==> src/rtl/pool1_sched_pkg.sv <==
// Shared state encoding and geometry helpers for the pool1 line-buffer write scheduler.
package pool1_sched_pkg;

  typedef enum logic [2:0] {
    ST_IDLE  = 3'd0,
    ST_ARMED = 3'd1,
    ST_WRITE = 3'd2,
    ST_GAP   = 3'd3,
    ST_DONE  = 3'd4
  } sched_state_e;

  localparam int LENGTH_DEF     = 29;
  localparam int HEIGHT_DEF     = 29;
  localparam int STRIDE_IN_DEF  = 2;
  localparam int PAR_NUM_DEF    = 4;
  localparam int MEM_HEIGHT_DEF = 8;

  function automatic int ceil_div(input int a, input int b);
    return (a + b - 1) / b;
  endfunction

  // Groups per row pair, row pairs per frame, ring capacity in pairs, WRITE-state length.
  localparam int GPR   = ceil_div(LENGTH_DEF, STRIDE_IN_DEF);
  localparam int NPAIR = ceil_div(HEIGHT_DEF, STRIDE_IN_DEF);
  localparam int CAP   = MEM_HEIGHT_DEF / STRIDE_IN_DEF;
  localparam int WIN   = PAR_NUM_DEF + 1;

endpackage

==> src/rtl/pool1_row_credit.sv <==
// Row-pair occupancy counter: reserve on the first group of a pair, release on consumer pulse.
module pool1_row_credit #(
  parameter int CAP   = 4,
  parameter int OCC_W = 3
) (
  input  logic             clk_in,
  input  logic             rst,
  input  logic             reserve_i,
  input  logic             release_i,
  output logic [OCC_W-1:0] occ_o,
  output logic             full_o,
  output logic             err_underflow_o
);

  logic [OCC_W-1:0] occ_q, occ_d;
  logic             err_q, err_d;

  // A reserve and a release in the same cycle cancel, even at zero occupancy.
  always_comb begin
    occ_d = occ_q;
    err_d = err_q;
    if (reserve_i && !release_i) begin
      if (occ_q != OCC_W'(CAP)) occ_d = occ_q + 1'b1;
    end else if (release_i && !reserve_i) begin
      if (occ_q == '0) err_d = 1'b1;
      else             occ_d = occ_q - 1'b1;
    end
  end

  always_ff @(posedge clk_in) begin
    if (rst) begin
      occ_q <= '0;
      err_q <= 1'b0;
    end else begin
      occ_q <= occ_d;
      err_q <= err_d;
    end
  end

  assign occ_o           = occ_q;
  assign full_o          = (occ_q == OCC_W'(CAP));
  assign err_underflow_o = err_q;

endmodule

==> src/rtl/pool1_buf_scheduler.sv <==
// Sequences pool1 pixel groups into the line buffer with spaced start pulses and row-pair credit.
import pool1_sched_pkg::*;

module pool1_buf_scheduler #(
  parameter int DATA_W     = 256,
  parameter int LENGTH     = LENGTH_DEF,
  parameter int HEIGHT     = HEIGHT_DEF,
  parameter int STRIDE_IN  = STRIDE_IN_DEF,
  parameter int PAR_NUM    = PAR_NUM_DEF,
  parameter int MEM_HEIGHT = MEM_HEIGHT_DEF,
  parameter int CNT_W      = 5
) (
  input  logic              clk_in,
  input  logic              rst,
  input  logic              frame_start,
  input  logic              up_valid,
  input  logic [DATA_W-1:0] up_data,
  output logic              up_ready,
  output logic              buf_start,
  output logic [DATA_W-1:0] buf_data,
  input  logic              rel_pair,
  output logic [2:0]        occ,
  output logic              frame_done,
  output logic              err_underflow,
  output sched_state_e      dbg_state
);

  localparam int L_GPR   = ceil_div(LENGTH, STRIDE_IN);
  localparam int L_NPAIR = ceil_div(HEIGHT, STRIDE_IN);
  localparam int L_CAP   = MEM_HEIGHT / STRIDE_IN;
  localparam int L_WIN   = PAR_NUM + 1;
  localparam int WCNT_W  = $clog2(L_WIN);

  // Handshake: a group transfers on a cycle where up_valid && up_ready; up_ready never looks at up_valid.
  sched_state_e      state_q;
  logic [WCNT_W-1:0] wcnt_q;
  logic [CNT_W-1:0]  col_q, pair_q;
  logic              last_q;
  logic              buf_start_q;
  logic [DATA_W-1:0] buf_data_q;
  logic              frame_done_q;
  logic              credit_full;
  logic              hs;

  assign up_ready = (state_q == ST_ARMED) && ((col_q != '0) || !credit_full);
  assign hs       = up_valid && up_ready;

  pool1_row_credit #(.CAP(L_CAP), .OCC_W(3)) u_credit (
    .clk_in          (clk_in),
    .rst             (rst),
    .reserve_i       (hs && (col_q == '0)),
    .release_i       (rel_pair),
    .occ_o           (occ),
    .full_o          (credit_full),
    .err_underflow_o (err_underflow)
  );

  always_ff @(posedge clk_in) begin
    if (rst) begin
      state_q      <= ST_IDLE;
      wcnt_q       <= '0;
      col_q        <= '0;
      pair_q       <= '0;
      last_q       <= 1'b0;
      buf_start_q  <= 1'b0;
      buf_data_q   <= '0;
      frame_done_q <= 1'b0;
    end else begin
      buf_start_q  <= 1'b0;
      frame_done_q <= 1'b0;
      case (state_q)
        ST_IDLE: begin
          if (frame_start) begin
            state_q <= ST_ARMED;
            col_q   <= '0;
            pair_q  <= '0;
          end
        end
        ST_ARMED: begin
          if (hs) begin
            state_q     <= ST_WRITE;
            buf_start_q <= 1'b1;
            buf_data_q  <= up_data;
            wcnt_q      <= '0;
            last_q      <= (pair_q == CNT_W'(L_NPAIR - 1)) && (col_q == CNT_W'(L_GPR - 1));
            if (col_q == CNT_W'(L_GPR - 1)) begin
              col_q  <= '0;
              pair_q <= pair_q + 1'b1;
            end else begin
              col_q <= col_q + 1'b1;
            end
          end
        end
        // The extra WRITE cycle plus GAP keeps start low long enough for the buffer to re-arm.
        ST_WRITE: begin
          if (wcnt_q == WCNT_W'(L_WIN - 1)) state_q <= ST_GAP;
          else                              wcnt_q  <= wcnt_q + 1'b1;
        end
        ST_GAP: begin
          if (last_q) begin
            state_q      <= ST_DONE;
            frame_done_q <= 1'b1;
          end else begin
            state_q <= ST_ARMED;
          end
        end
        ST_DONE:  state_q <= ST_IDLE;
        default:  state_q <= ST_IDLE;
      endcase
    end
  end

  assign buf_start  = buf_start_q;
  assign buf_data   = buf_data_q;
  assign frame_done = frame_done_q;
  assign dbg_state  = state_q;

endmodule
==> config.mk <==
export PLATFORM = sky130hd
export DESIGN_NAME = pool1_buf_scheduler
export DESIGN_NICKNAME = d
export VERILOG_FILES = /design/src/rtl/pool1_sched_pkg.sv /design/src/rtl/pool1_row_credit.sv /design/src/rtl/pool1_buf_scheduler.sv
export SDC_FILE = /design/constraint.sdc
export NUM_CORES = 1
export LEC_CHECK = 0
export ABC_CLOCK_PERIOD_IN_PS = 4100
export CAP_MARGIN = 5
export CORE_AREA = 8 8 200 202
export CTS_BUF_LIST = sky130_fd_sc_hd__clkbuf_8
export DETAILED_ROUTE_END_ITERATION = 7
export DIE_AREA = 0 0 208 210
export PLACE_DENSITY = 0.7
export SLEW_MARGIN = 10
export SYNTH_ARGS = -nofsm -noshare
export SYNTH_HDL_FRONTEND = slang
export SYNTH_HIERARCHICAL = 1
export SYNTH_SLANG_ARGS = --single-unit
==> constraint.sdc <==
create_clock -name clk_in -period 4.1 [get_ports clk_in]
set_input_delay 0.41 -clock clk_in [delete_from_list [all_inputs] [get_ports clk_in]]
set_output_delay 0.41 -clock clk_in [all_outputs]
set_load 0.1 [all_outputs]
==> results.cfg, run 1 <==
[timing]
min_period_ns = 3.44
worstMarginPinSlew_ns = 1.07
fin_crit_sh_pct = 83.8
finalSetupViolCount = 0
rsz0062_at_grt = false
max_freq_mhz = 291
setup_tns_ns = 0
skew_ns = 0.0239
final_max_slew_viol_count = 0
hold_viol_final = 0
layout_setup_ws_ns = 0.665
maxSlewHeadroom_pct = 28.3

[critical_path]
critPathMaxStageDelay_ns = 1.01
cp_cell_sequence = inv_1 -> ha_1 -> nor4b_2 -> a21oi_1 -> clkdlybuf4s50_1
critPathCaptureType = primary output
cp_max_fo = 5
cp.arrival_ns = 3.03
cpMaxStageDelayCell = clkdlybuf4s50_1
path_buf_inv = 2
worstSetupStartpointType = register
critical_path_class = register to primary output
crit_required_ns = 3.69
rrSetupSlack_ns = 0.76
path_delay_family = buffers and inverters

[placed_design]
place_area_um2 = 15600
dp_cells = 2179
port_buffers = 526
place_hpwl_um = 26900
gp_congestion = 0.811
pre_cts_slack_ns = 0.880

[synthesis]
syn_area_um2 = 10100
yosysWarnings = 6
synth_commonest_cells = nand2_1 (521), dfxtp_1 (279), a21oi_1 (266)
synth_top_area_share_pct = 55.5
synth_most_common_cell = nand2_1
synth-async-reset-ratio_pct = 0
synthFlopType = dfxtp_1
synthTopCellsByArea = dfxtp_1 (56%), nand2_1 (19%), a21oi_1 (13%)
syn_avg_cell_area_um2 = 7.96
ys_seq_elements = 279
ys_types = 49
synth_top_area_cell = dfxtp_1
yosysSeqAreaShare_pct = 55.5
syn_nets = 1534
synth_edf_count = 0
synthCells = 1263

[power_and_ir_drop]
irDropWorstVdd_uv = 264
p_int_w = 0.00517
seqPwrFrac_pct = 35.6
swShare_pct = 39.5
powerDensity_nw_per_um2 = 514
comb_power_share_pct = 33.8
clkPwrFrac_pct = 30.6
p_sw_w = 0.00338
leakage_nw = 5.77

[clocking]
cts-root-buf = clkbuf_8
cts_made_buffers = 49
ctsResizeCount = 0
cts_hold_buf = 0
path_clk_slew_ns = 0.06
htreeDepth = 2
postCtsSetupRepairBufs = 0
cts.sinks = 279
clk_path_buf_depth = 3
cts_tree = yes
insertion_delay_ns = 0.60

[layout]
fill_cells = 3612
drive_gt1_share_pct = 5.02
stdcell_area_um2 = 16600
antennaDiodeCount = 0
syn_to_final_growth_pct = 65.4
fin_nets = 2027
finalNonFillerCells = 2267

[global_route]
grt_pass1_wl_um = 57200
grt_pass1_vias = 10300
antenna_found_initial = 0
track_usage_pct = 16.1
grt_max_degree = 177
grt-ovfl-total = 0

[drt]
drc = 0
vias = 10300
drt-total-wl_um = 37300
ant_nets = 0
first_iter_violations = 474
dr.pass1.iters = 5
via_per_inst = 4.54
wl_per_cell_um = 16.5

[floorplan]
die_x_um = 208
dieArea_um2 = 43700
initial_core_util_pct = 27.2
dieHeight_um = 210
placementRows = 71
core_um2 = 37000
ioPinCount = 527

[hold_path]
hp-class = input port to register

[outcome]
status = complete, no violations

[job]
cap_violations = 0
==> kinds of logic (layout without fill, tap and decap cells) <==
family | count (synthesis) | after routing | share of synthesized area, %
AO/OA/AOI/OAI | 298 | 298 | 15.8
XOR/XNOR | 2 | 2 | 0.174
adder cells (fa/ha/maj) | 10 | 10 | 1.32
buffers and inverters | 104 | 634 | 4.72
flip-flops | 279 | 279 | 55.5
multiplexers | 1 | 1 | 0.112
AND/OR/NAND/NOR | 569 | 569 | 22.4
==> state kept, by name, indices dropped and copies added (netlist names), 3 cells and up <==
signal / flops
buf_data: 256
col_q: 5
pair_q: 5
dbg_state: 3
u_credit/occ_o: 3
wcnt_q: 3
==> final timing paths <==
check	start	to	cells past startpoint
setup / recovery	col_q[0]	up_ready	5
hold / removal	rst	u_credit/occ_o[0]	2
setup reg to reg	col_q[0]	buf_data[145]	8
hold reg to reg	buf_data[20]	buf_data[20]	2
==> through the flow <==
stage | hold slack [ns] | total power, W | utilization, %
after floorplan | 0.453 | 0.00517 | -
after global placement | 0.440 | 0.00597 | 42.2
after detailed placement | 0.446 | 0.00600 | 42.2
after CTS | 0.0777 | 0.00868 | 45.0
after global routing | 0.106 | 0.00894 | 45.0
final | 0.152 | 0.00855 | 45.0
==> routing by layer <==
metal	global-route usage, %	vias up	wire (um)
li1	-	5101	-
met1	17.9	4707	14800
met2	27.0	423	17800
met3	7.14	59	3730
met4	5.68	0	931
met5	0	-	0
==> area by class of cell <==
| class | instances | area, um2 | area share [%] |
|---|---|---|---|
| clock buffer | 66 | 908 | 5.46 |
| clock inverter | 22 | 118 | 0.707 |
| inverter | 13 | 48.8 | 0.293 |
| multi-input combinational | 880 | 4010 | 24.1 |
| sequential | 279 | 5590 | 33.6 |
| tap | 474 | 593 | 3.56 |
| timing repair buffer | 533 | 5370 | 32.3 |
==> power groups by stage <==
| stage | clock network, W | logic, W | registers, W |
|---|---|---|---|
| floorplan | 0 | 0.000613 | 0.00456 |
| global placement | 0 | 0.00288 | 0.00309 |
| detailed placement | 0 | 0.00290 | 0.00310 |
| CTS | 0.00273 | 0.00290 | 0.00305 |
| global route | 0.00285 | 0.00302 | 0.00307 |
| finish | 0.00262 | 0.00289 | 0.00305 |
==> placed cells by master, fill, tap and decap left out, types with 2 or more instances in the layout <==
cell type        Yosys  routed
a211oi_1             2       2
a21oi_1            266     266
a31oi_1              6       6
a41oi_1              2       2
buf_12               0       4
buf_4                4       3
clkbuf_8             0      67
clkdlybuf4s50_1      0     525
clkinv_2             0       4
dfxtp_1            279     279
ha_1                 9       9
inv_1               13      29
nand2_1            521     521
nand2b_1             2       2
nand3_1             12      12
nor2_1              10      10
nor2b_1              3       3
nor3_1               3       3
nor4b_1              3       3
o21ai_0              5       5
o31ai_1              2       2
o32ai_1              2       2
or3_1                4       4
or4b_1               2       2
(Power assumes the default switching activity.)
==> run 2: changes to the inputs <==
Settings changed: ABC_CLOCK_PERIOD_IN_PS 4100 to 3500.
Clock period 4.1 ns to 3.5 ns, I/O delays scaled along.
==> results.cfg, run 2 (synthesis gave the netlist of run 1 again) <==
[layout]
stdcell_area_um2 = 16500
finalNonFillerCells = 2261
final_common_cell = clkdlybuf4s50_1
syn_to_final_growth_pct = 64.4
layout_common_cells = clkdlybuf4s50_1 (524), nand2_1 (521), dfxtp_1 (278)
drive_gt1_share_pct = 4.87
fill_cells = 3593
largest_reg_flops = 256
antennaDiodeCount = 0
fin_nets = 2027

[drt]
dr.pass1.iters = 5
wl_per_cell_um = 16.5
drc = 0
ant_nets = 0
vias = 10300
via_per_inst = 4.55
first_iter_violations = 499
drt-total-wl_um = 37300

[power_and_ir_drop]
total_power_w = 0.00978
powerDensity_nw_per_um2 = 592
leakage_nw = 5.71
irDropWorstVdd_uv = 358

[critical_path]
r2r_cells = 8
cp.arrival_ns = 3.53
startpoint = col_q[0]
crit_required_ns = 4.01
critPathMaxStageDelay_ns = 0.71
critPathMostFrequentCell = buf_4
critical_path_class = register to register
cp_cell_sequence = inv_1 -> ha_1 -> or4b_1 -> o21ai_4 -> buf_4 -> buf_4 -> nand2_1 -> a21oi_1
cp_max_fo = 73
crit_cells = 8
worstSetupStartpointType = register
path_buf_inv = 3
path_delay_family = buffers and inverters
reg2reg_from = col_q[0]
cpMaxStageDelayCell = buf_4
critPathCaptureType = register

[clocking]
cts_made_buffers = 48
cts_hold_buf = 0
htreeDepth = 2
cts.sinks = 279
clk_path_buf_depth = 3
insertion_delay_ns = 0.59
postCtsSetupRepairBufs = 0
ctsResizeCount = 0
path_clk_slew_ns = 0.06
cts-root-buf = clkbuf_8
cts_tree = yes

[placed_design]
dp_cells = 2180
pre_cts_slack_ns = 0.476
place_hpwl_um = 27000
port_buffers = 526
place_area_um2 = 15600
gp_congestion = 0.806

[hold_path]
min_from = rst
hp-class = input port to register
hold_depth = 2

[global_route]
grt_pass1_wl_um = 57500
track_usage_pct = 16.1
antenna_found_initial = 0
grt_pass1_vias = 10200
grt_max_degree = 158
grt-ovfl-total = 0

[job]
cap_violations = 0

[timing]
layout_setup_ws_ns = 0.480
finalSetupViolCount = 0
rsz0062_at_grt = false
hold_viol_final = 0
worstMarginPinSlew_ns = 1.09
maxSlewHeadroom_pct = 27.3
setup_tns_ns = 0
max_freq_mhz = 331
skew_ns = 0.0120
min_period_ns = 3.02
final_max_slew_viol_count = 0
fin_crit_sh_pct = 86.3

[floorplan]
dieArea_um2 = 43700
die_x_um = 208
initial_core_util_pct = 27.2
placementRows = 71
dieHeight_um = 210
core_um2 = 37000
ioPinCount = 527

[outcome]
status = complete, no violations
-- run 2: changes by cell type in the layout (fill, tap and decap cells not counted), sizes merged --
cell	delta
bufinv	-1
clkinvlp	+1
clkdlybuf4s50	-1
inv	-1
buf	+2
clkbuf	-7
clkinv	+1
-- run 2: path summary, 6_finish.rpt --
| check | endpoint | slack [ns] |
|---|---|---|
| hold / removal | u_credit/err_underflow_o | 0.23 |
| setup reg to reg | buf_data[44] | 0.48 |
| setup / recovery | buf_data[44] | 0.48 |
| hold reg to reg | buf_data[213] | 0.45 |
-- run 2: cell type report --
class / count / area (um2) / share of cell area, %
Timing Repair Buffer: 534 / 5380 / 32.5
Multi-Input combinational cell: 880 / 4010 / 24.3
Clock buffer: 59 / 812 / 4.91
Tap cell: 474 / 593 / 3.59
Sequential cell: 279 / 5590 / 33.8
Inverter: 13 / 48.8 / 0.295
Clock inverter: 22 / 100 / 0.606
-- run 2: per-layer routing --
metal | up-vias | wire, um | track usage, %
met5 | - | 0 | 0
met4 | 0 | 1070 | 5.82
met3 | 67 | 3860 | 7.23
met2 | 446 | 17700 | 27.1
met1 | 4686 | 14700 | 18.0
li1 | 5092 | - | -
-- run 2: power by group --
| part | leakage [nW] | total [W] | internal (W) | switching (W) |
|---|---|---|---|---|
| clock network | 0.524 | 0.00283 | 0.00151 | 0.00132 |
| logic | 2.92 | 0.00339 | 0.000889 | 0.00250 |
| registers | 2.26 | 0.00357 | 0.00343 | 0.000145 |
| total | 5.71 | 0.00978 | 0.00582 | 0.00396 |
-- run 2: through the flow --
step	hold WS, ns	utilization [%]
after floorplan	0.412	-
after global placement	0.440	42.3
after detailed placement	0.446	42.3
after CTS	0.175	44.7
after global routing	0.230	44.7
final	0.235	44.7
